[src/rtl/mem_access_stage.sv]
// mem_access_stage: RV64 MEM stage issuing loads/stores on a valid/ready data bus and producing the MEM/WB slot
// Ports: EX/MEM slot (in_valid, flush_MEM, mem_ren/wen/size/unsigned, alu_result_MEM, store_data_MEM, rd_MEM, reg_wen_MEM),
//        stall_MEM to upstream, dmem_* request/response bus, out_* registered MEM/WB slot with misalign flag.
module mem_access_stage #(
  parameter int XLEN = 64,
  parameter int REG_ID_W = 5
) (
  input  logic                clk,
  input  logic                rst,
  input  logic                in_valid,
  input  logic                flush_MEM,
  input  logic                mem_ren,
  input  logic                mem_wen,
  input  logic [1:0]          mem_size,
  input  logic                mem_unsigned,
  input  logic [XLEN-1:0]     alu_result_MEM,
  input  logic [XLEN-1:0]     store_data_MEM,
  input  logic [REG_ID_W-1:0] rd_MEM,
  input  logic                reg_wen_MEM,
  output logic                stall_MEM,
  output logic                dmem_req_valid,
  input  logic                dmem_req_ready,
  output logic [XLEN-1:0]     dmem_addr,
  output logic                dmem_we,
  output logic [XLEN-1:0]     dmem_wdata,
  output logic [7:0]          dmem_wmask,
  input  logic                dmem_resp_valid,
  input  logic [XLEN-1:0]     dmem_rdata,
  output logic                out_valid,
  output logic [XLEN-1:0]     out_wb_data,
  output logic [REG_ID_W-1:0] out_rd,
  output logic                out_reg_wen,
  output logic                out_misalign
);
  typedef enum logic [1:0] {IDLE, REQ, WAIT} state_t;
  state_t state, state_nx;
  logic ev, is_mem, mis, done, idle;
  logic [2:0] off;
  logic [7:0] bmask;
  logic [XLEN-1:0] sh, ld;
  assign ev = in_valid & ~flush_MEM;
  assign is_mem = mem_ren | mem_wen;
  assign off = alu_result_MEM[2:0];
  // low mem_size bits of the offset must be zero; size 3 wraps to mask 3'b111
  assign mis = is_mem & |(off & ((3'(1) << mem_size) - 3'(1)));
  assign idle = state == IDLE;
  assign done = (state == WAIT) & dmem_resp_valid;
  assign stall_MEM = ev & is_mem & ~mis & ~done;
  assign dmem_req_valid = state == REQ;
  assign dmem_addr = {alu_result_MEM[XLEN-1:3], 3'b0};
  assign dmem_we = mem_wen;
  assign dmem_wdata = store_data_MEM << {off, 3'b0};
  assign bmask = mem_size == 2'd0 ? 8'h01 : mem_size == 2'd1 ? 8'h03 : mem_size == 2'd2 ? 8'h0F : 8'hFF;
  assign dmem_wmask = bmask << off;
  assign sh = dmem_rdata >> {off, 3'b0};
  always_comb begin
    ld = mem_size == 2'd0 ? {{(XLEN-8){~mem_unsigned & sh[7]}}, sh[7:0]} :
         mem_size == 2'd1 ? {{(XLEN-16){~mem_unsigned & sh[15]}}, sh[15:0]} :
         mem_size == 2'd2 ? {{(XLEN-32){~mem_unsigned & sh[31]}}, sh[31:0]} : sh;
    state_nx = idle ? ((ev & is_mem & ~mis) ? REQ : IDLE) :
               state == REQ ? (dmem_req_ready ? WAIT : REQ) :
               (dmem_resp_valid ? IDLE : WAIT);
  end
  always_ff @(posedge clk or posedge rst) begin
    if (rst) begin
      state <= IDLE;
      out_valid <= 1'b0;
      out_wb_data <= '0;
      out_rd <= '0;
      out_reg_wen <= 1'b0;
      out_misalign <= 1'b0;
    end else begin
      state <= state_nx;
      out_valid <= (idle & ev & (~is_mem | mis)) | done;
      out_reg_wen <= (idle & ev & ~is_mem) ? reg_wen_MEM : done & reg_wen_MEM & mem_ren;
      out_misalign <= idle & ev & mis;
      // data fields only move when a slot is produced; otherwise they keep stale values
      if ((idle & ev & (~is_mem | mis)) | done) begin
        out_rd <= rd_MEM;
        out_wb_data <= done ? (mem_ren ? ld : '0) : alu_result_MEM;
      end
    end
  end
endmodule

[config.mk]
export PLATFORM = sky130hd
export DESIGN_NAME = mem_access_stage
export DESIGN_NICKNAME = d
export VERILOG_FILES = /design/src/rtl/mem_access_stage.sv
export SDC_FILE = /design/constraint.sdc
export NUM_CORES = 1
export LEC_CHECK = 0
export BUFFER_PORTS_ARGS = -buffer_cell sky130_fd_sc_hd__buf_2
export CAP_MARGIN = 15
export CELL_PAD_IN_SITES_DETAIL_PLACEMENT = 1
export CELL_PAD_IN_SITES_GLOBAL_PLACEMENT = 1
export CORE_MARGIN = 2
export CORE_UTILIZATION = 33
export CTS_CLUSTER_DIAMETER = 150
export CTS_CLUSTER_SIZE = 30
export DETAILED_ROUTE_END_ITERATION = 16
export PLACE_DENSITY_LB_ADDON = 0.1
export SLEW_MARGIN = 20
export SYNTH_ARGS = -nofsm -noshare
export SYNTH_HDL_FRONTEND = slang
export SYNTH_SLANG_ARGS = --single-unit
[constraint.sdc]
create_clock -name clk -period 2.56 [get_ports clk]
set_input_delay 0.256 -clock clk [delete_from_list [all_inputs] [get_ports clk]]
set_output_delay 0.256 -clock clk [all_outputs]
set_load 0.02 [all_outputs]
# Yosys cells after proc, flatten, opt, wreduce, memory -nomap -nowiden
# Cells that the tools add are included.
# W data, S select, Z words.
dict set report word_totals {
  out_inout_bits 211
  input_bits 209
  ff_bits 74
}
dict set report op_classes {
  mux 14
  bitwise 24
  n_reduce_logical 3
  n_shift 4
  n_eq_ne 4
  addsub 1
}
# op count
set ops {}
lappend ops {{$mux W64} 5}
lappend ops {{$shl A64 B6 Y64} 1}
lappend ops {{$shr A64 B6 Y64} 1}
lappend ops {{$mux W8} 3}
lappend ops {{$and A1 B1 Y1} 15}
lappend ops {{$mux W2} 4}
lappend ops {{$shl A8 B3 Y8} 1}
lappend ops {{$not A1 Y1} 5}
lappend ops {{$eq A2 B1 Y1 const B} 2}
lappend ops {{$eq A2 B2 Y1 const B} 2}
lappend ops {{$logic_not A2 Y1} 2}
lappend ops {{$and A3 B3 Y3} 1}
lappend ops {{$or A1 B1 Y1} 3}
lappend ops {{$reduce_or A3 Y1} 1}
lappend ops {{$shl A1 B2 Y3 const A} 1}
lappend ops {{$sub A3 B1 Y3 const B} 1}
lappend ops {{$mux W1} 2}

# Logic depth before layout (Yosys ltp)
# Gate-level depths: netlist of the first run.
dict set report logic_depth {
  ltp_word 9
  ltp_mapped 11
}

# Least setup slack after synthesis of the first run
# Ideal clock, no wire load.
dict set report synth_path {
  kind {input to output}
  from {input port alu_result_MEM[1]}
  to {output port dmem_wmask[5]}
  n_path_buf 4
  setup_slack_ns 0.402
  arrival_time_ns 1.902
  stages 7
  cell_sequence {buf_2 -> buf_4 -> inv_2 -> clkbuf_1 -> clkbuf_1 -> nor2_1 -> a211oi_1}
}
dict set report synth_between {
  elab_chain_cells 1
}
# item line_no
set synth_rtl {}
lappend synth_rtl {{start: declaration} 16} ;# input logic [XLEN-1:0] alu_result_MEM,
lappend synth_rtl {{$shl A8 B3 Y8} 54} ;# assign dmem_wmask = bmask << off;
lappend synth_rtl {{end: declaration} 26} ;# output logic [7:0] dmem_wmask,
# No other way between the ends.

# Final worst setup path of the first run
dict set report layout_path {
  from {input port alu_result_MEM[0]}
  to {output port dmem_wdata[63]}
}
dict set report layout_between {
  elab_chain_cells 1
}
# item line_no
set layout_rtl {}
lappend layout_rtl {{$shl A64 B6 Y64} 52} ;# assign dmem_wdata = store_data_MEM << {off, 3'b0};
lappend layout_rtl {{end: declaration} 25} ;# output logic [XLEN-1:0] dmem_wdata,
# No other way between the ends.

==> out/results.ini, run 1 <==
[floorplanning]
std_cell_rows=57
top_level_ports=420
die-area_sq_mm=0.02608
initial_core_util=0.3366
die_h_microns=161.5
core_sq_mm=0.02432
die_w_microns=161.5

[synthesis]
ys_warn_count=0
yosysUniqueCellTypes=60
synthDominantCellAreaShare=0.2262
synth_area_sq_mm=0.008185
synth-edff-count=0
ys_ff_latch=74
syn_inst=1002
synth-main-ff-cell=dfrtp_1
synthArstFlopShare=1.000
syn_area_per_cell_sq_um=8.169
yosys-top-cells-area=dfrtp_1, mux2i_1, buf_4
yosysTopAreaCell=dfrtp_1
ys_seq_area_frac=0.2262

[timing]
rsz0062_at_grt=false
hold_ws_ns=0.1096
hold_viol_final=0
setup_viol=0
final.period_utilization=0.8960
slew_headroom=0.5047
fmax_mhz=435.9
skew_ns=0.008564
finalCriticalPeriod_ns=2.294
tightest_slew_ns=0.7414
slew_viol_final=0
finalSetupTns_ns=0

[worst_setup_path]
cp-end-kind=output port
start_kind=primary input
crit_top_cell=buf_12
cp_slowest_cell=mux2_2
crit_buf_inv=4
required_ns=2.30
crit_chain=buf_6, buf_12, buf_12, mux2_2, o21ai_0, mux2i_1, buf_2
path_max_fanout=53
arrival_ns=2.04
cp_top_family=buffers and inverters
cp_slowest_stage_delay_ns=0.39
path_class=in -> out

[power_and_ir_drop]
p_leak_nw=4.863
p_total_w=0.006316
p_per_area_mw_per_mm2=603.8
vdd_drop_max_v=0.0002739

[drt]
via_per_inst=5.610
drcViolationCount=0
via_count=9194
ant_nets=0
routed_wl_mm=38.15
drt-initial-drc-count=501
firstDrtPassIters=5
wl_per_cell_microns=23.28

[cts]
cts_sinks=74
hold_buffers=1
cts_buffers=9
post-cts-setup-buffers=0
cts_buffer_depth=2
clk_latency_ns=0.36
htree_levels=3
ctsResizeCount=0
cts_tree=yes
clkTransAtPathRegs_ns=0.06
cts_root_buffer=clkbuf_16

[placement]
gp_congestion=0.8787
placedCellCount=1616
numPortBuffers=416
dp_hpwl_mm=29.89

[final_layout]
layout_commonest_cell=buf_2
area_growth_pct=27.79
fin_cells=1639
layout-drive-gt1-share=0.4163
finalNetCount=1514
layout_common_cells=buf_2, nor2_1, nand2_1
seq_area_sq_mm=0.001852
multiInputGateArea_sq_mm=0.005290
fin_util=0.4301
fillers=3028

[status]
status=finished clean

[grt]
antenna_found_initial=11
grt-ovfl-total=0
grt_pass1_wl_mm=57.08
grtUsageTotal=0.2848
grt_pass1_vias=9339
grt_max_degree=72

[hold_path]
hold_class=in -> reg

[job]
drv_cap=0

[registers in the layout, indices dropped and copies added (netlist names)]
register and flops:
out_wb_data 64, out_rd 5, state 2, out_misalign 1
out_reg_wen 1, out_valid 1
[power by group]
part	internal (W)	leakage, nW	switching (W)	total, W
combinational	0.00115	3.86	0.00199	0.00314
sequential	0.00159	0.864	0.000249	0.00184
clock	0.000758	0.143	0.000578	0.00134
[routing by layer]
metal / global-route usage / vias to the layer above / wire length, microns
met3: 0.05496 / 52 / 2357
met2: 0.4784 / 335 / 18760
met1: 0.3650 / 4539 / 15990
li1: - / 4262 / -
met4: 0.1015 / 6 / 1008
met5: 0 / - / 38
[final timing paths]
check | startpoint | endpoint | slack [ns] | cells after the start
min in group asynchronous | rst | out_wb_data[56]$_DFFE_PP0P_ | 0.36 | 3
setup reg to reg | state[1]$_DFF_PP0_ | out_wb_data[43]$_DFFE_PP0P_ | 0.34 | 5
max in group asynchronous | rst | state[0]$_DFF_PP0_ | 1.48 | 4
hold reg to reg | out_rd[2]$_DFFE_PP0P_ | out_rd[2]$_DFFE_PP0P_ | 0.48 | 1
hold / removal | reg_wen_MEM | out_reg_wen$_DFF_PP0_ | 0.11 | 2
setup / recovery | alu_result_MEM[0] | dmem_wdata[63] | 0.27 | 7
[metrics by stage]
stage / setup WS [ns] / instance area (sq um)
after detailed placement: 0.1856 / 10140
after global placement: 0.2214 / 10140
after floorplan: 0.4023 / 8193
after CTS: 0.2688 / 10450
after global routing: 0.1252 / 10460
final: 0.2661 / 10460
[final cells by class]
class | instances | area share
Inverter | 13 | 0.004785
Clock inverter | 6 | 0.006220
Multi-Input combinational cell | 747 | 0.5057
Timing Repair Buffer | 459 | 0.2441
Tap cell | 324 | 0.03876
Antenna cell | 6 | 0.001435
Sequential cell | 74 | 0.1770
Clock buffer | 10 | 0.02189
[synth_stat cells, types with 2 or more instances]
cell,n
buf_4,84
o32ai_1,23
buf_2,30
mux4_2,28
a221oi_1,2
nand3_1,3
a211oi_1,4
a221o_1,3
a32o_1,2
a21oi_1,63
buf_6,7
a21o_1,2
a22oi_1,15
a311oi_1,30
mux2_1,23
and2_1,13
buf_1,8
o21ai_1,11
inv_1,10
o211ai_1,31
nor2b_1,8
clkinv_1,2
nand2b_1,5
mux2i_1,65
nor2_1,137
o22ai_1,13
nand4b_1,2
dfrtp_1,74
o31a_1,31
clkbuf_1,41
o21a_1,2
mux2_2,27
nand3b_1,2
or3_1,3
o21ai_0,58
nand2_1,80
nor3_1,36
o2bb2ai_1,2
[kinds of logic after synthesis]
logic type / after synthesis / share of synthesized area
multiplexers: 145 / 0.2288
AND/OR/NAND/NOR: 295 / 0.1568
flip-flops: 74 / 0.2262
buffers and inverters: 183 / 0.1334
AO/OA/AOI/OAI: 303 / 0.2527
other: 1 / 0.0004581
adder cells (fa/ha/maj): 1 / 0.001528
Power figures use the tool's default switching activity.
==> inputs of run 2 (changes only) <==
--- a/config.mk
+++ b/config.mk
@@ -5,12 +5,13 @@
 export SDC_FILE = /design/constraint.sdc
 export NUM_CORES = 1
 export LEC_CHECK = 0
+export ABC_AREA = 1
 export BUFFER_PORTS_ARGS = -buffer_cell sky130_fd_sc_hd__buf_2
 export CAP_MARGIN = 15
 export CELL_PAD_IN_SITES_DETAIL_PLACEMENT = 1
 export CELL_PAD_IN_SITES_GLOBAL_PLACEMENT = 1
 export CORE_MARGIN = 2
-export CORE_UTILIZATION = 33
+export CORE_UTILIZATION = 30
 export CTS_CLUSTER_DIAMETER = 150
 export CTS_CLUSTER_SIZE = 30
 export DETAILED_ROUTE_END_ITERATION = 16
==> run 2 against run 1 <==
Against the previous run:
- via count increased by 10%
- clock power increased by 10%
- sequential power up 13%
- sequential share of layout area up 0.51 points
- worst hold slack barely moved
- area after synthesis is 3.3% lower
- largest power group unchanged
- highest routed layer unchanged
==> out/results.ini, run 2 <==
[status]
status=finished clean  ; unchanged

[placement]
gp_congestion=0.8869  ; was 0.8787
numPortBuffers=416  ; unchanged
dp_hpwl_mm=29.87  ; was 29.89 mm
dp_slack_ns=0.3176  ; was 0.1856 ns

[synthesis]
synth-edff-count=0  ; unchanged
synth-main-ff-cell=dfrtp_1  ; unchanged
synthArstFlopShare=1.000  ; unchanged
syn_inst=1321  ; was 1002
yosysUniqueCellTypes=37  ; was 60
synthTopCellsByCount=nand2_1, o21ai_0, nor2_1  ; was nor2_1, buf_4, nand2_1
ys_ff_latch=74  ; unchanged
ys_seq_area_frac=0.2340  ; was 0.2262
yosysTopAreaCell=dfrtp_1  ; unchanged
yosys-top-cells-area=dfrtp_1, nand2_1, o21ai_0  ; was dfrtp_1, mux2i_1, buf_4
syn_area_per_cell_sq_um=5.992  ; was 8.169 sq um
ys_warn_count=0  ; unchanged
synth.most_common_cell=nand2_1  ; was nor2_1
synthDominantCellAreaShare=0.2340  ; was 0.2262
synth_area_sq_mm=0.007915  ; was 0.008185 sq mm

[cts]
clk_latency_ns=0.35  ; was 0.36 ns
cts_sinks=74  ; unchanged
cts_tree=yes  ; unchanged
clkTransAtPathRegs_ns=0.07  ; was 0.06 ns
cts_buffers=9  ; unchanged
cts_buffer_depth=2  ; unchanged
htree_levels=3  ; unchanged
post-cts-setup-buffers=0  ; unchanged
cts_root_buffer=clkbuf_16  ; unchanged

[final_layout]
layout-drive-gt1-share=0.3082  ; was 0.4163
seq_area_sq_mm=0.001852  ; unchanged
largestRegisters=out_wb_data: 64 flops, out_rd: 5 flops, state: 2 flops  ; unchanged
regMostFlops=out_wb_data  ; unchanged
fillers=3599  ; was 3028
finalNetCount=1821  ; was 1514
multiInputGateArea_sq_mm=0.004771  ; was 0.005290 sq mm
area_growth_pct=28.45  ; was 27.79%
largest_register_ffs=64  ; unchanged
layout_commonest_cell=buf_2  ; unchanged
layout_common_cells=buf_2, nand2_1, o21ai_0  ; was buf_2, nor2_1, nand2_1

[grt]
grt-ovfl-total=0  ; unchanged
grt_pass1_vias=10120  ; was 9339
grtUsageTotal=0.2659  ; was 0.2848
grt_max_degree=77  ; was 72
grt_pass1_wl_mm=58.47  ; was 57.08 mm
antenna_found_initial=11  ; unchanged

[timing]
slew_viol_final=0  ; unchanged
tightest_slew_ns=0.6280  ; was 0.7414 ns
hold_viol_final=0  ; unchanged
setup_slack_ns=0.3220  ; was 0.2661 ns
setup_viol=0  ; unchanged
finalCriticalPeriod_ns=2.238  ; was 2.294 ns
skew_ns=0.008251  ; was 0.008564 ns
rsz0062_at_grt=false  ; unchanged
finalSetupTns_ns=0  ; unchanged
fmax_mhz=446.8  ; was 435.9 MHz
slew_headroom=0.5760  ; was 0.5047
final.period_utilization=0.8742  ; was 0.8960

[worst_setup_path]
required_ns=2.30  ; about the same
cp-end-kind=output port  ; unchanged
path_class=in -> out  ; unchanged
path_max_fanout=10  ; was 53
arrival_ns=1.98  ; was 2.04 ns
start_kind=primary input  ; unchanged

[hold_path]
hold_class=in -> reg  ; unchanged

[drt]
drt-initial-drc-count=769  ; was 501
wl_per_cell_microns=19.62  ; was 23.28 microns
via_count=10130  ; was 9194
ant_nets=0  ; unchanged
routed_wl_mm=38.47  ; was 38.15 mm
via_per_inst=5.163  ; was 5.610
firstDrtPassIters=5  ; unchanged
drcViolationCount=0  ; unchanged

[floorplanning]
std_cell_rows=59  ; was 57
die-area_sq_mm=0.02770  ; was 0.02608 sq mm
core_sq_mm=0.02598  ; was 0.02432 sq mm
initial_core_util=0.3046  ; was 0.3366
die_h_microns=166.4  ; was 161.5 microns
top_level_ports=420  ; unchanged
die_w_microns=166.4  ; was 161.5 microns

[power_and_ir_drop]
p_per_area_mw_per_mm2=738.8  ; was 603.8 mW/mm^2
p_leak_nw=5.309  ; was 4.863 nW
vdd_drop_max_v=0.0004178  ; was 0.0002739 V

[job]
drv_cap=0  ; unchanged

run 2: cell types whose count changed in the layout (fill, tap and decap cells not counted), moves of 30 or more:
cell      before  now
nand2_1       80  357
o21ai_0       58  211
nand3_1        3  122
inv_1          9   66
mux2i_1       65   23
nor3_1        36    2
o31a_1        31    0
a311oi_1      30    0
run 2: what timing repair did:
item,4_1_cts,5_1_grt
endpoints found under the hold margin,29,0
setup endpoints to repair,0,1
gates resized for setup,0,1
hold buffers,1,0
run 2: where the power goes:
group	leakage, nW	switching, W	total (W)	internal (W)
clock	0.164	0.000588	0.00148	0.000893
sequential	0.869	0.000330	0.00208	0.00175
combinational	4.28	0.00264	0.00395	0.00131
run 2: per-layer routing:
layer  share of wire  track usage
met1            0.44       0.3474
met5         0.00075            0
met2            0.47       0.4468
met4           0.020      0.06634
met3           0.065      0.05822
run 2: cell type report:
type,instances,share of cell area
tap,335,0.04123
antenna,10,0.002461
inverter,72,0.02683
clock buffer,10,0.02350
multi-input combinational,1003,0.4692
timing repair buffer,451,0.2453
sequential,74,0.1821
clock inverter,6,0.009353
run 2: cell families after synthesis:
| family | Yosys count | share of synthesized area |
|---|---|---|
| muxes | 23 | 0.02909 |
| and+or+nand+nor | 638 | 0.3391 |
| buffers and inverters | 246 | 0.1652 |
| adders and majority gates | 1 | 0.001581 |
| other | 1 | 0.0004738 |
| DFF | 74 | 0.2340 |
| AOI/OAI and AO/OA | 338 | 0.2306 |
run 2: per-stage QoR:
step / power [W] / area, sq um / utilization / hold WS (ns) / std cells
4_1_cts: 0.007574 / 10140 / 0.3902 / 0.09928 / 1951
3_5_place_dp: 0.006065 / 9794 / 0.3769 / 0.3214 / 1934
5_1_grt: 0.008043 / 10160 / 0.3911 / 0.1155 / 1959
6_report: 0.007511 / 10170 / 0.3913 / 0.1096 / 1961
2_1_floorplan: 0.004574 / 7923 / - / 0.3648 / 1323
3_3_place_gp: 0.005971 / 9794 / 0.3769 / 0.3157 / 1934
run 2: final timing paths:
kind                                       startpoint                     endpoint  slack (ns)  cells after the start
worst min-delay path                        rd_MEM[1]        out_rd[1]$_DFFE_PP0P_        0.11                      3
max in group asynchronous                         rst  out_wb_data[27]$_DFFE_PP0P_        1.32                      4
min in group asynchronous                         rst        out_rd[4]$_DFFE_PP0P_        0.49                      3
worst max-delay path                alu_result_MEM[1]               dmem_wdata[49]        0.32                      8
worst min register to register  out_rd[1]$_DFFE_PP0P_        out_rd[1]$_DFFE_PP0P_        0.48                      2
worst max register to register     state[1]$_DFF_PP0_  out_wb_data[52]$_DFFE_PP0P_        0.67                      9
run 2: critical path, stage by stage:
cell      delay (ns)
buf_4           0.16
clkinv_2        0.21
nor2_4          0.17
clkinv_1        0.38
o22ai_1         0.30
inv_1           0.07
o21ai_0         0.21
buf_2           0.21
==> inputs of run 3 (changes only) <==
--- a/config.mk
+++ b/config.mk
@@ -15,7 +15,7 @@
 export CTS_CLUSTER_DIAMETER = 150
 export CTS_CLUSTER_SIZE = 30
 export DETAILED_ROUTE_END_ITERATION = 16
-export PLACE_DENSITY_LB_ADDON = 0.1
+export PLACE_DENSITY = 0.81
 export SLEW_MARGIN = 20
 export SYNTH_ARGS = -nofsm -noshare
 export SYNTH_HDL_FRONTEND = slang
==> run 3 against run 2 <==
Against the previous run:
- the flow now finishes with violations (negative hold slack)
- worst hold slack lost 0.14 ns
- fmax up 1.0%
- sequential power about the same
- first-iteration DRC count increased by 8.8%
- die area did not move
- global-route usage grew 0.83 points
- critical path depth down 1
- highest routed layer unchanged
==> out/results.ini, run 3 (synthesis gave the netlist of run 2 again) <==
[status]
status=finished with violations  ; was finished clean
violations=negative hold slack

[cts]
cts_root_buffer=clkbuf_16  ; unchanged
htree_levels=3  ; unchanged
clk_latency_ns=0.34  ; was 0.35 ns
cts_buffer_depth=2  ; unchanged
hold_buffers=0  ; was 1
post-cts-setup-buffers=0  ; unchanged
cts_sinks=74  ; unchanged
cts_buffers=9  ; unchanged
cts_tree=yes  ; unchanged
ctsResizeCount=0  ; unchanged
clkTransAtPathRegs_ns=0.07  ; about the same

[worst_setup_path]
crit_start=alu_result_MEM[0]  ; was alu_result_MEM[1]
cp-end-kind=output port  ; unchanged
rrSetupSlack_ns=0.56  ; was 0.67 ns
crit_chain=buf_4, buf_12, o21ai_0, o22ai_1, nand2_1, o21ai_0, buf_2  ; was buf_4, clkinv_2, nor2_4, clkinv_1, o22ai_1, inv_1, o21ai_0, buf_2
crit_buf_inv=3  ; was 5
crit_top_cell=o21ai_0
arrival_ns=1.96  ; was 1.98 ns
rr_startpoint=state[1]$_DFF_PP0_  ; unchanged
cp_slowest_stage_delay_ns=0.41  ; was 0.38 ns
path_depth=7  ; was 8
required_ns=2.30  ; about the same
cp_top_family=buffers and inverters  ; unchanged
path_class=in -> out  ; unchanged
cp_slowest_cell=o22ai_1  ; was clkinv_1
path_max_fanout=84  ; was 10
start_kind=primary input  ; unchanged
ff2ff_path_depth=8  ; was 9

[drt]
drcViolationCount=0  ; unchanged
via_per_inst=5.336  ; was 5.163
routed_wl_mm=39.70  ; was 38.47 mm
drt-initial-drc-count=837  ; was 769
via_count=10450  ; was 10.13k
wl_per_cell_microns=20.26  ; was 19.62 microns
ant_nets=0  ; unchanged
firstDrtPassIters=5  ; unchanged

[timing]
finalCriticalPeriod_ns=2.216  ; was 2.238 ns
finalSetupTns_ns=0  ; unchanged
skew_ns=0.01171  ; was 0.008251 ns
hold_viol_final=24  ; was 0
tightest_slew_ns=0.7557  ; was 0.6280 ns
hold_ws_ns=-0.02571  ; was 0.1096 ns
slew_headroom=0.4898  ; was 0.5760
setup_viol=0  ; unchanged
fmax_mhz=451.3  ; was 446.8 MHz
slew_viol_final=0  ; unchanged
rsz0062_at_grt=false  ; unchanged
final.period_utilization=0.8656  ; was 0.8742

[job]
drv_cap=0  ; unchanged

[grt]
grtUsageTotal=0.2743  ; was 0.2659
grt_pass1_wl_mm=59.74  ; was 58.47 mm
grt_max_degree=85  ; was 77
grt_pass1_vias=10370  ; was 10.12k
antenna_found_initial=13  ; was 11
grt-ovfl-total=0  ; unchanged

[final_layout]
fillers=3595  ; was 3599
layout_common_cells=buf_2, nand2_1, o21ai_0  ; unchanged
seq_area_sq_mm=0.001852  ; unchanged
layout-drive-gt1-share=0.3063  ; was 0.3082
regMostFlops=out_wb_data  ; unchanged
finalNetCount=1818  ; was 1821
largest_register_ffs=64  ; unchanged
layout_commonest_cell=buf_2  ; unchanged
largestRegisters=out_wb_data: 64 flops, out_rd: 5 flops, state: 2 flops  ; unchanged
multiInputGateArea_sq_mm=0.004768  ; was 0.004771 sq mm
area_growth_pct=27.43  ; was 28.45%
final_area_sq_mm=0.01009  ; was 0.01017 sq mm

[placement]
gp_congestion=0.9141  ; was 0.8869
placed_area_sq_mm=0.009764  ; was 0.009794 sq mm
dp_hpwl_mm=31.78  ; was 29.87 mm
numPortBuffers=416  ; unchanged

[power_and_ir_drop]
p_per_area_mw_per_mm2=731.9  ; was 738.8 mW/mm^2
p_leak_nw=5.267  ; was 5.309 nW
vdd_drop_max_v=0.0006039  ; was 0.0004178 V

[hold_path]
hold_class=in -> async  ; was in -> reg

[floorplanning]
top_level_ports=420  ; unchanged
die_w_microns=166.4  ; unchanged
std_cell_rows=59  ; unchanged
initial_core_util=0.3046  ; unchanged
die-area_sq_mm=0.02770  ; unchanged
core_sq_mm=0.02598  ; unchanged
die_h_microns=166.4  ; unchanged

run 3: per-layer routing:
| metal | vias up | part of all wire | global-route usage |
|---|---|---|---|
| li1 | 4886 | - | - |
| met1 | 5037 | 0.39 | 0.3202 |
| met2 | 460 | 0.50 | 0.4878 |
| met3 | 69 | 0.073 | 0.06179 |
| met4 | 2 | 0.034 | 0.1064 |
| met5 | - | 0.00045 | 0 |
run 3: power breakdown:
group | switching (W) | internal [W]
clock network | 0.000528 | 0.000757
logic | 0.00269 | 0.00130
registers | 0.000353 | 0.00175
total | 0.00357 | 0.00381
run 3: worst paths after layout:
| check | endpoint |
|---|---|
| worst max-delay path | dmem_wdata[55] |
| worst min-delay path | out_wb_data[39]$_DFFE_PP0P_ |
| worst max register to register | out_wb_data[48]$_DFFE_PP0P_ |
| worst min register to register | out_rd[4]$_DFFE_PP0P_ |
| max in group asynchronous | out_wb_data[28]$_DFFE_PP0P_ |
| min in group clk | out_rd[3]$_DFFE_PP0P_ |
run 3: final cells by class:
class	instances	area share
multi-input cells	1003	0.4728
repair buffers	448	0.2431
well taps	335	0.04156
flip-flops and latches	74	0.1836
clock inverters	6	0.006451
clock buffers	10	0.02270
inverters	72	0.02704
diodes	11	0.002729
run 3: per-stage QoR:
stage / worst slack, ns / instances / hold WS [ns] / util / power (W)
after CTS: 0.3719 / 1948 / 0.005113 / 0.3871 / 0.007411
after floorplan: 0.4122 / 1323 / 0.3648 / - / 0.004574
after global placement: 0.3220 / 1932 / 0.3715 / 0.3758 / 0.005969
after detailed placement: 0.2061 / 1932 / 0.3723 / 0.3758 / 0.006090
after global routing: 0.2653 / 1958 / 0.02064 / 0.3880 / 0.007878
final: 0.3441 / 1959 / -0.02571 / 0.3881 / 0.007382
